$ cat config.mk
export PLATFORM = sky130hd
export DESIGN_NAME = bus_decoder_n
export DESIGN_NICKNAME = d
export VERILOG_FILES = /design/src/rtl/bus_decoder_n.sv
export SDC_FILE = /design/constraint.sdc
export NUM_CORES = 1
export LEC_CHECK = 0
export CAP_MARGIN = 5
export CORE_ASPECT_RATIO = 1.2
export CORE_MARGIN = 10
export CORE_UTILIZATION = 38
export CTS_BUF_LIST = sky130_fd_sc_hd__clkbuf_8
export CTS_CLUSTER_SIZE = 20
export DETAILED_ROUTE_END_ITERATION = 12
export HOLD_SLACK_MARGIN = 0.03
export PLACE_DENSITY = 0.79
export SLEW_MARGIN = 20
export SYNTH_ARGS = -nofsm -noshare
export SYNTH_HDL_FRONTEND = slang
export SYNTH_SLANG_ARGS = --single-unit
$ cat constraint.sdc
create_clock -name clk -period 1.9 [get_ports clk]
set_input_delay 0.57 -clock clk [delete_from_list [all_inputs] [get_ports clk]]
set_output_delay 0.57 -clock clk [all_outputs]
set_load 0.02 [all_outputs]
$ cat src/rtl/bus_decoder_n.sv
// N-slave address decoder/router: one master, NUM_SLAVES memory-mapped slaves,
// one outstanding transaction, error responses for decode misses and timeouts.
//
// state | meaning
// IDLE  | ready for a master request, decode on accept
// REQ   | request presented to slave sel, waiting for s_req_ready
// WAIT  | request accepted by slave, waiting for s_rsp_valid
// RESP  | one-cycle response to the master
module bus_decoder_n #(
   parameter int NUM_SLAVES = 2,
   parameter int ADDR_W     = 30,
   parameter int DATA_W     = 32,
   parameter logic [NUM_SLAVES*ADDR_W-1:0] BASES     = '0,
   parameter logic [NUM_SLAVES*6-1:0]      LOG_SIZES = '0,
   parameter int TIMEOUT    = 255
) (
   input  logic                     clk,
   input  logic                     rst,
   input  logic                     m_req_valid,
   output logic                     m_req_ready,
   input  logic [ADDR_W-1:0]        m_addr,
   input  logic                     m_we,
   input  logic [DATA_W-1:0]        m_wdata,
   input  logic [DATA_W/8-1:0]      m_wstrb,
   output logic                     m_rsp_valid,
   output logic [DATA_W-1:0]        m_rsp_rdata,
   output logic                     m_rsp_err,
   output logic [NUM_SLAVES-1:0]    s_req_valid,
   input  logic [NUM_SLAVES-1:0]    s_req_ready,
   output logic [ADDR_W-1:0]        s_addr,
   output logic                     s_we,
   output logic [DATA_W-1:0]        s_wdata,
   output logic [DATA_W/8-1:0]      s_wstrb,
   input  logic [NUM_SLAVES-1:0]    s_rsp_valid,
   input  logic [NUM_SLAVES*DATA_W-1:0] s_rsp_rdata,
   input  logic [NUM_SLAVES-1:0]    s_rsp_err,
   output logic                     err_pulse,
   output logic                     err_timeout,
   output logic [ADDR_W-1:0]        err_addr
);

   localparam int SEL_W   = (NUM_SLAVES > 1) ? $clog2(NUM_SLAVES) : 1;
   localparam int CNT_W   = (TIMEOUT > 1) ? $clog2(TIMEOUT + 1) : 1;
   localparam int TO_LAST = (TIMEOUT == 0) ? 0 : TIMEOUT - 1;

   typedef enum logic [1:0] {IDLE, REQ, WAIT, RESP} state_t;

   state_t             state, state_nxt;
   logic [SEL_W-1:0]   sel, sel_q;
   logic               hit;
   logic [CNT_W-1:0]   cnt;
   logic               err_q, to_q;
   logic [DATA_W-1:0]  rdata_q;
   logic               capture, timeout_hit, resp_now, tmo_reached;
   logic [5:0]         lg;

   // Descending scan so the lowest hitting index is the one that sticks.
   always_comb begin
      hit = 1'b0;
      sel = '0;
      lg  = '0;
      for (int i = NUM_SLAVES - 1; i >= 0; i--) begin
         lg = LOG_SIZES[i*6 +: 6];
         if ((int'(lg) >= ADDR_W) ||
             ((m_addr >> lg) == (BASES[i*ADDR_W +: ADDR_W] >> lg))) begin
            hit = 1'b1;
            sel = SEL_W'(i);
         end
      end
   end

   always_comb begin
      state_nxt   = state;
      capture     = 1'b0;
      timeout_hit = 1'b0;
      resp_now    = s_rsp_valid[sel_q];
      tmo_reached = (TIMEOUT != 0) && (cnt == CNT_W'(TO_LAST));
      case (state)
         IDLE: if (m_req_valid) state_nxt = hit ? REQ : RESP;
         REQ: begin
            if (s_req_ready[sel_q] && resp_now) begin
               capture   = 1'b1;
               state_nxt = RESP;
            end else if (tmo_reached) begin
               timeout_hit = 1'b1;
               state_nxt   = RESP;
            end else if (s_req_ready[sel_q]) begin
               state_nxt = WAIT;
            end
         end
         WAIT: begin
            if (resp_now) begin
               capture   = 1'b1;
               state_nxt = RESP;
            end else if (tmo_reached) begin
               timeout_hit = 1'b1;
               state_nxt   = RESP;
            end
         end
         RESP: state_nxt = IDLE;
         default: state_nxt = IDLE;
      endcase
   end

   always_ff @(posedge clk) begin
      if (rst) begin
         state    <= IDLE;
         sel_q    <= '0;
         cnt      <= '0;
         err_q    <= 1'b0;
         to_q     <= 1'b0;
         rdata_q  <= '0;
         err_addr <= '0;
         s_addr   <= '0;
         s_we     <= 1'b0;
         s_wdata  <= '0;
         s_wstrb  <= '0;
      end else begin
         state <= state_nxt;
         if (state == IDLE && m_req_valid) begin
            s_addr  <= m_addr;
            s_we    <= m_we;
            s_wdata <= m_wdata;
            s_wstrb <= m_wstrb;
            sel_q   <= sel;
            cnt     <= '0;
            if (!hit) begin
               err_q    <= 1'b1;
               to_q     <= 1'b0;
               rdata_q  <= '0;
               err_addr <= m_addr;
            end
         end
         if (state == REQ || state == WAIT) begin
            cnt <= cnt + 1'b1;
            if (capture) begin
               err_q   <= s_rsp_err[sel_q];
               to_q    <= 1'b0;
               rdata_q <= s_rsp_err[sel_q] ? '0 : s_rsp_rdata[int'(sel_q)*DATA_W +: DATA_W];
               if (s_rsp_err[sel_q]) err_addr <= s_addr;
            end else if (timeout_hit) begin
               err_q    <= 1'b1;
               to_q     <= 1'b1;
               rdata_q  <= '0;
               err_addr <= s_addr;
            end
         end
      end
   end

   always_comb begin
      s_req_valid = '0;
      if (state == REQ) s_req_valid[sel_q] = 1'b1;
   end

   assign m_req_ready = (state == IDLE) && !rst;
   assign m_rsp_valid = (state == RESP);
   assign m_rsp_err   = m_rsp_valid & err_q;
   assign m_rsp_rdata = rdata_q;
   assign err_pulse   = m_rsp_valid & err_q;
   assign err_timeout = m_rsp_valid & err_q & to_q;

endmodule

==> reports/metrics.yaml, run 1 <==
clock_tree:
  cts-root-buf: "clkbuf_8"
  cts_tree: "yes"
  clkSlewWorstSetupHoldPaths_ns: 0.08
  cts-htree-levels: 4
  cts_sinks: 141
  cts_made_buffers: 17
  clk_latency_ns: 0.45
  cts_hold_buffers: 0
  clockBufferDepth: 2
final_layout:
  drive_gt1_share_pct: 24.9
  syn2layout_area_growth_pct: 73.3
  mostFrequentLayoutCell: "nand2_1"
  nets: 1115
  mostFrequentLayoutCells: "200 x nand2_1, 140 x dlygate4sd2_1, 139 x dfxtp_1"
  postLayoutCoreUtil_pct: 67.6
  final_cells: 1182
floorplan:
  die_w_um: 132
  die_area_mm2: 0.0202
  row_count: 48
  ioPinCount: 276
  core_area_mm2: 0.0145
  start_util_pct: 39.0
  die_h_um: 154
power:
  p_switching_mw: 4.49
  power.internal_mw: 6.99
  finalPower_mw: 11.5
  powerDensity_mw_per_mm2: 1170
  p_seq_share_pct: 33.5
  vdd_drop_max_mv: 0.658
  p_leak_nw: 4.27
  clock_power_share_pct: 19.2
  combPwrFrac_pct: 47.2
  power.share.switching_pct: 39.1
route:
  dr.pass1.iters: 6
  avgViaCountPerCell: 5.05
  drt-initial-drc-count: 299
  drc: 0
  final_antenna_net_count: 0
  routed_wl_mm: 22.0
  wl_per_cell_um: 18.6
  routed-via-count: 5975
sta:
  drv_slew: 0
  fin_worst_skew_ns: 0.0109
  tightest_slew_ns: 0.549
  max_freq_ghz: 0.477
  period_minus_slack_ns: 2.10
  finalSetupViolations: 68
  rsz0062_at_grt: "yes"
  fin_crit_sh_pct: 110
  maxSlewHeadroom_pct: 63.4
  setup_slack_ns: -0.197
  hold_viol_final: 0
logic_synthesis:
  netlist_area_mm2: 0.00567
  ys.warnings.count: 0
  ys_async_sr_fraction_pct: 0
  synth-edff-count: 0
  ys_ff_latch: 141
  seq_area_frac_synth_pct: 49.8
  netlist_instances: 675
  synth_fp_nets: 822
  yosysUniqueCellTypes: 38
  synth_area_per_cell_um2: 8.40
  ys.flop_type: "dfxtp_1"
critical_path:
  cpMostUsedCell: "buf_12"
  crit_chain: "clkdlybuf4s50_1 -> nand2b_4 -> a2111oi_4 -> mux2i_4 -> buf_12 -> buf_12 -> buf_16 -> a311oi_2"
  slowest_stage: "clkdlybuf4s50_1"
  cp_max_fo: 8
  r2r_slack_ns: -0.16
  reg2reg_depth: 9
  reg2reg_from: "state[0]"
  cp.arrival_ns: 2.45
  critPathLaunchType: "input pin"
  setup.worst_path.class: "input pin to flip-flop"
  cp-end-kind: "flip-flop"
  cp_slowest_stage_delay_ns: 0.45
  r2r-end: "err_addr[6]"
  cp.required_ns: 2.26
global_route:
  track_usage_pct: 20.6
  grt_pass1_vias: 6027
  grt_max_degree: 47
  grt_pass1_wl_mm: 33.4
  grt_antenna_before_repair: 3
  gr-total-overflow: 0
status:
  violations: "setup timing"
  status: "complete, but fails checks"
min_path:
  holdPathEnd: "s_addr[5]"
  worstHoldPathCells: 3
  hold_start: "m_addr[5]"
  hold_path_class: "input pin to flip-flop"
placement:
  port_buffers: 239
  dp_cells: 1113
  gp_congestion: 0.816
  dp_hpwl_mm: 14.2
job:
  maxCapViolations: 0
==> flip-flops by register name (all words and copies together), names as in the netlist <==
| name | count |
|---|---|
| cnt | 8 |
| err_addr | 30 |
| err_q | 1 |
| m_rsp_rdata | 32 |
| s_addr | 30 |
| s_wdata | 32 |
| s_we | 1 |
| s_wstrb | 4 |
| state | 2 |
| to_q | 1 |
==> repair_timing <==
action | in CTS | in global routing
resized for setup | 297 | 23
pin swaps | 20 | 22
endpoints found under the setup margin | 200 | 72
setup buffers | 16 | 9
cloned | 12 | 5
==> power by group through the flow <==
stage	logic, mW	clock network (mW)	registers, mW
final	5.42	2.21	3.85
after detailed placement	4.71	0	3.88
after floorplan	1.92	0	4.46
after global routing	5.82	2.40	3.91
after global placement	4.67	0	3.86
after CTS	5.21	2.27	3.84
==> per-layer routing <==
layer / GRT usage (%) / vias up / routed length, um
li1: - / 2899 / -
met1: 22.7 / 2805 / 8580
met2: 34.9 / 230 / 10900
met3: 8.28 / 39 / 1900
met4: 8.28 / 2 / 582
met5: 0 / - / 7
==> per-stage QoR <==
| stage | hold WS [ns] | instance area, um2 | setup WS (ns) | TNS [ns] |
|---|---|---|---|---|
| 2_1_floorplan | 0.472 | 5700 | 0.0149 | 0 |
| 3_3_place_gp | 0.441 | 8570 | -0.753 | -48.68 |
| 3_5_place_dp | 0.446 | 8570 | -0.891 | -54.50 |
| 4_1_cts | 0.454 | 9670 | -0.170 | -6.88 |
| 5_1_grt | 0.468 | 9830 | -0.228 | -9.96 |
| 6_report | 0.453 | 9830 | -0.197 | -7.30 |
==> Yosys cell counts (all sizes together) (2+ instances only) <==
| library cell | n | area share, % |
|---|---|---|
| nand2b | 4 | 0.49 |
| and2 | 3 | 0.33 |
| o21ai | 8 | 0.71 |
| and3 | 3 | 0.33 |
| clkbuf | 34 | 2.3 |
| a21oi | 107 | 9.4 |
| nor4 | 7 | 0.77 |
| mux2i | 2 | 0.57 |
| inv | 6 | 0.40 |
| mux2 | 2 | 0.40 |
| a21o | 2 | 0.26 |
| nor2 | 41 | 2.7 |
| nand3 | 39 | 3.5 |
| dfxtp | 141 | 50 |
| nand2 | 201 | 13 |
| a311oi | 33 | 8.4 |
| nor3 | 2 | 0.18 |
| and4 | 2 | 0.31 |
| a31oi | 2 | 0.22 |
| ha | 7 | 1.5 |
| buf | 20 | 2.5 |
==> cells by family after synthesis <==
| family | synth area share, % |
|---|---|
| fa+ha+maj | 1.54 |
| compound gates | 20.0 |
| buf+inv | 5.16 |
| flops | 49.8 |
| other cells | 0.0661 |
| simple gates | 22.5 |
| mux | 0.971 |
==> area by class of cell <==
class                   instances  area (um2)
well taps                     200         250
inverters                       6        27.5
repair buffers                327        3370
multi-input cells             475        2990
fillers                      1243        4710
flip-flops and latches        141        2830
clock inverters                13         103
clock buffers                  18         248
diodes                          2        5.00
==> worst max-delay path, delay by kind of cell <==
family | cells | cell delay, ns
AO/OA/AOI/OAI | 2 | 0.67
buffers and inverters | 4 | 0.90
multiplexers | 1 | 0.14
AND/OR/NAND/NOR | 1 | 0.18
==> how the worst max path moves through the flow <==
stage                         from               to  slack (ns)  cells past startpoint
finish              s_req_ready[0]      err_addr[6]       -0.20                      8
CTS                       state[0]     err_addr[12]       -0.17                      9
global placement        m_addr[16]  m_rsp_rdata[20]       -0.75                      8
detailed placement      m_addr[14]   m_rsp_rdata[0]       -0.89                      8
floorplan                 state[1]     err_addr[15]        0.01                      8
global route              state[0]      err_addr[6]       -0.23                      9
No activity file was read; power rests on OpenSTA's default activity.
==> run 2, diff against run 1 <==
Settings changed: MAX_ROUTING_LAYER from default to met4.
==> run 2 against run 1 <==
The run still ends with setup timing left. Combinational power about the same. Critical path type unchanged. First-iteration DRC count down 5.7%. Sequential power about the same. Worst setup slack worse by 0.0054 ns. Count of clock-buffer cells in the layout unchanged. Power up 0.30%. Worst hold slack about the same. Largest power group unchanged.
==> reports/metrics.yaml, run 2 (synthesized netlist as in run 1, its figures left out) <==
floorplan:
  die_area_mm2: 0.0202  # unchanged
  die_w_um: 132  # unchanged
  row_count: 48  # unchanged
  ioPinCount: 276  # unchanged
  die_h_um: 154  # unchanged
  core_area_mm2: 0.0145  # unchanged
  start_util_pct: 39.0  # unchanged
power:
  combPwrFrac_pct: 47.4  # was 47.2%
  powerDensity_mw_per_mm2: 1170  # about the same
  vdd_drop_max_mv: 0.659  # was 0.658 mV
  p_leak_nw: 4.29  # was 4.27 nW
  clock_power_share_pct: 19.2  # about the same
  p_seq_share_pct: 33.4  # was 33.5%
  finalPower_mw: 11.5  # about the same
  p_switching_mw: 4.49  # about the same
  power.internal_mw: 7.02  # was 6.99 mW
  power.share.switching_pct: 39.0  # was 39.1%
critical_path:
  crit_chain: "clkdlybuf4s50_1 -> nand2b_4 -> a2111oi_4 -> mux2i_4 -> buf_12 -> buf_12 -> buf_16 -> a311oi_2"  # unchanged
  reg2reg_from: "state[0]"  # unchanged
  cp_num_buf_inv: 4  # unchanged
  path_depth: 8  # unchanged
  reg2reg_depth: 9  # unchanged
  path_delay_family: "buffers and inverters"  # unchanged
  cp-end-kind: "flip-flop"  # unchanged
  cp_slowest_stage_delay_ns: 0.45  # about the same
  cpMostUsedCell: "buf_12"  # unchanged
  critPathLaunchType: "input pin"  # unchanged
  r2r-end: "err_addr[6]"  # unchanged
  cp_max_fo: 8  # unchanged
  slowest_stage: "clkdlybuf4s50_1"  # unchanged
  cp.required_ns: 2.25  # was 2.26 ns
  cp.arrival_ns: 2.45  # about the same
  setup.worst_path.class: "input pin to flip-flop"  # unchanged
  r2r_slack_ns: -0.16  # about the same
global_route:
  grt_pass1_vias: 6060  # was 6,027
  grt_antenna_before_repair: 4  # was 3
  track_usage_pct: 21.1  # was 20.6%
  grt_max_degree: 47  # unchanged
  grt_pass1_wl_mm: 33.1  # was 33.4 mm
  gr-total-overflow: 0  # unchanged
sta:
  drv_slew: 0  # unchanged
  setup-tns-final_ns: -7.80  # was -7.30 ns
  fin_crit_sh_pct: 111  # was 110%
  setup_slack_ns: -0.202  # was -0.197 ns
  hold_viol_final: 0  # unchanged
  max_freq_ghz: 0.476  # was 0.477 GHz
  rsz0062_at_grt: "yes"  # unchanged
  maxSlewHeadroom_pct: 63.9  # was 63.4%
  tightest_slew_ns: 0.542  # was 0.549 ns
  period_minus_slack_ns: 2.10  # about the same
  finalSetupViolations: 68  # unchanged
  fin_worst_skew_ns: 0.0117  # was 0.0109 ns
job:
  maxCapViolations: 0  # unchanged
min_path:
  holdPathEnd: "s_wdata[23]"  # was s_addr[5]
  worstHoldPathCells: 2  # was 3
  hold_start: "s_wdata[23]"  # was m_addr[5]
  hold_path_class: "flip-flop to flip-flop"  # was input pin to flip-flop
route:
  drc: 0  # unchanged
  avgViaCountPerCell: 5.05  # about the same
  dr.pass1.iters: 5  # was 6
  final_antenna_net_count: 0  # unchanged
  routed_wl_mm: 21.9  # was 22.0 mm
  wl_per_cell_um: 18.5  # was 18.6 um
  routed-via-count: 5987  # was 5,975
  drt-initial-drc-count: 282  # was 299
final_layout:
  mostFrequentLayoutCell: "nand2_1"  # unchanged
  postLayoutCoreUtil_pct: 67.8  # was 67.6%
  drive_gt1_share_pct: 25.2  # was 24.9%
  mostFrequentLayoutCells: "200 x nand2_1, 143 x dlygate4sd2_1, 139 x dfxtp_1"  # was 200 x nand2_1, 140 x dlygate4sd2_1, 139 x dfxtp_1
  syn2layout_area_growth_pct: 73.7  # was 73.3%
  nets: 1116  # was 1,115
  filler_cell_count: 1227  # was 1,243
clock_tree:
  clkSlewWorstSetupHoldPaths_ns: 0.08  # about the same
  clk_latency_ns: 0.44  # was 0.45 ns
  clockBufferDepth: 2  # unchanged
  cts-htree-levels: 4  # unchanged
  cts_hold_buffers: 0  # unchanged
  cts_sinks: 141  # unchanged
  cts_made_buffers: 17  # unchanged
  cts_tree: "yes"  # unchanged
  cts-root-buf: "clkbuf_8"  # unchanged
placement:
  dp_hpwl_mm: 14.2  # unchanged
  gp_congestion: 0.828  # was 0.816
  port_buffers: 239  # unchanged
status:
  violations: "setup timing"  # unchanged
  status: "complete, but fails checks"  # unchanged
[run 2: per-stage QoR]
| stage | cell area (um2) | hold slack [ns] | instances | worst slack (ns) |
|---|---|---|---|---|
| global route | 9850 | 0.468 | 1185 | -0.228 |
| detailed placement | 8570 | 0.446 | 1113 | -0.891 |
| floorplan | 5700 | 0.472 | 675 | 0.0149 |
| global placement | 8570 | 0.441 | 1113 | -0.753 |
| CTS | 9670 | 0.454 | 1171 | -0.170 |
| finish | 9850 | 0.453 | 1185 | -0.202 |
[run 2: power by group through the flow]
stage          sequential, mW  clock [mW]  combinational (mW)
2_1_floorplan            4.46           0                1.92
3_3_place_gp             3.86           0                4.67
3_5_place_dp             3.88           0                4.71
4_1_cts                  3.84        2.27                5.21
5_1_grt                  3.91        2.39                5.85
6_report                 3.85        2.21                5.45
[run 2: repair_timing]
| action | in CTS | in global routing |
|---|---|---|
| resized for setup | 297 | 22 |
| cloned | 12 | 3 |
| setup endpoints to repair | 200 | 70 |
| pin swaps | 20 | 24 |
| setup buffers | 16 | 12 |
[run 2: layer usage]
layer / GRT usage [%] / vias to the layer above / wire (um)
met1: 23.1 / 2815 / 8810
met2: 34.8 / 226 / 10800
met4: 8.59 / 0 / 646
met5: - / - / 0
li1: - / 2902 / -
met3: 7.24 / 44 / 1630
[run 2: cell type report]
class                   count  area [um2]  share of cell area [%]
repair buffers            329        3400                    34.5
multi-input cells         474        2990                    30.3
flip-flops and latches    141        2830                    28.7
well taps                 200         250                    2.54
clock buffers              18         248                    2.51
clock inverters            13         103                    1.04
inverters                   6        27.5                   0.279
diodes                      4        10.0                   0.102
[run 2: worst min-delay path, delay by kind of cell (launching register included)]
| family | cells | cell delay (ns) |
|---|---|---|
| AO/OA/AOI/OAI | 1 | 0.05 |
| AND/OR/NAND/NOR | 1 | 0.05 |
| flip-flops | 1 | 0.31 |
[run 2: worst max-delay path by stage]
stage / endpoint / slack (ns) / startpoint
2_1_floorplan: err_addr[15] / 0.01 / state[1]
3_3_place_gp: m_rsp_rdata[20] / -0.75 / m_addr[16]
3_5_place_dp: m_rsp_rdata[0] / -0.89 / m_addr[14]
4_1_cts: err_addr[12] / -0.17 / state[0]
5_1_grt: err_addr[6] / -0.23 / state[0]
6_report: err_addr[6] / -0.20 / s_req_ready[0]
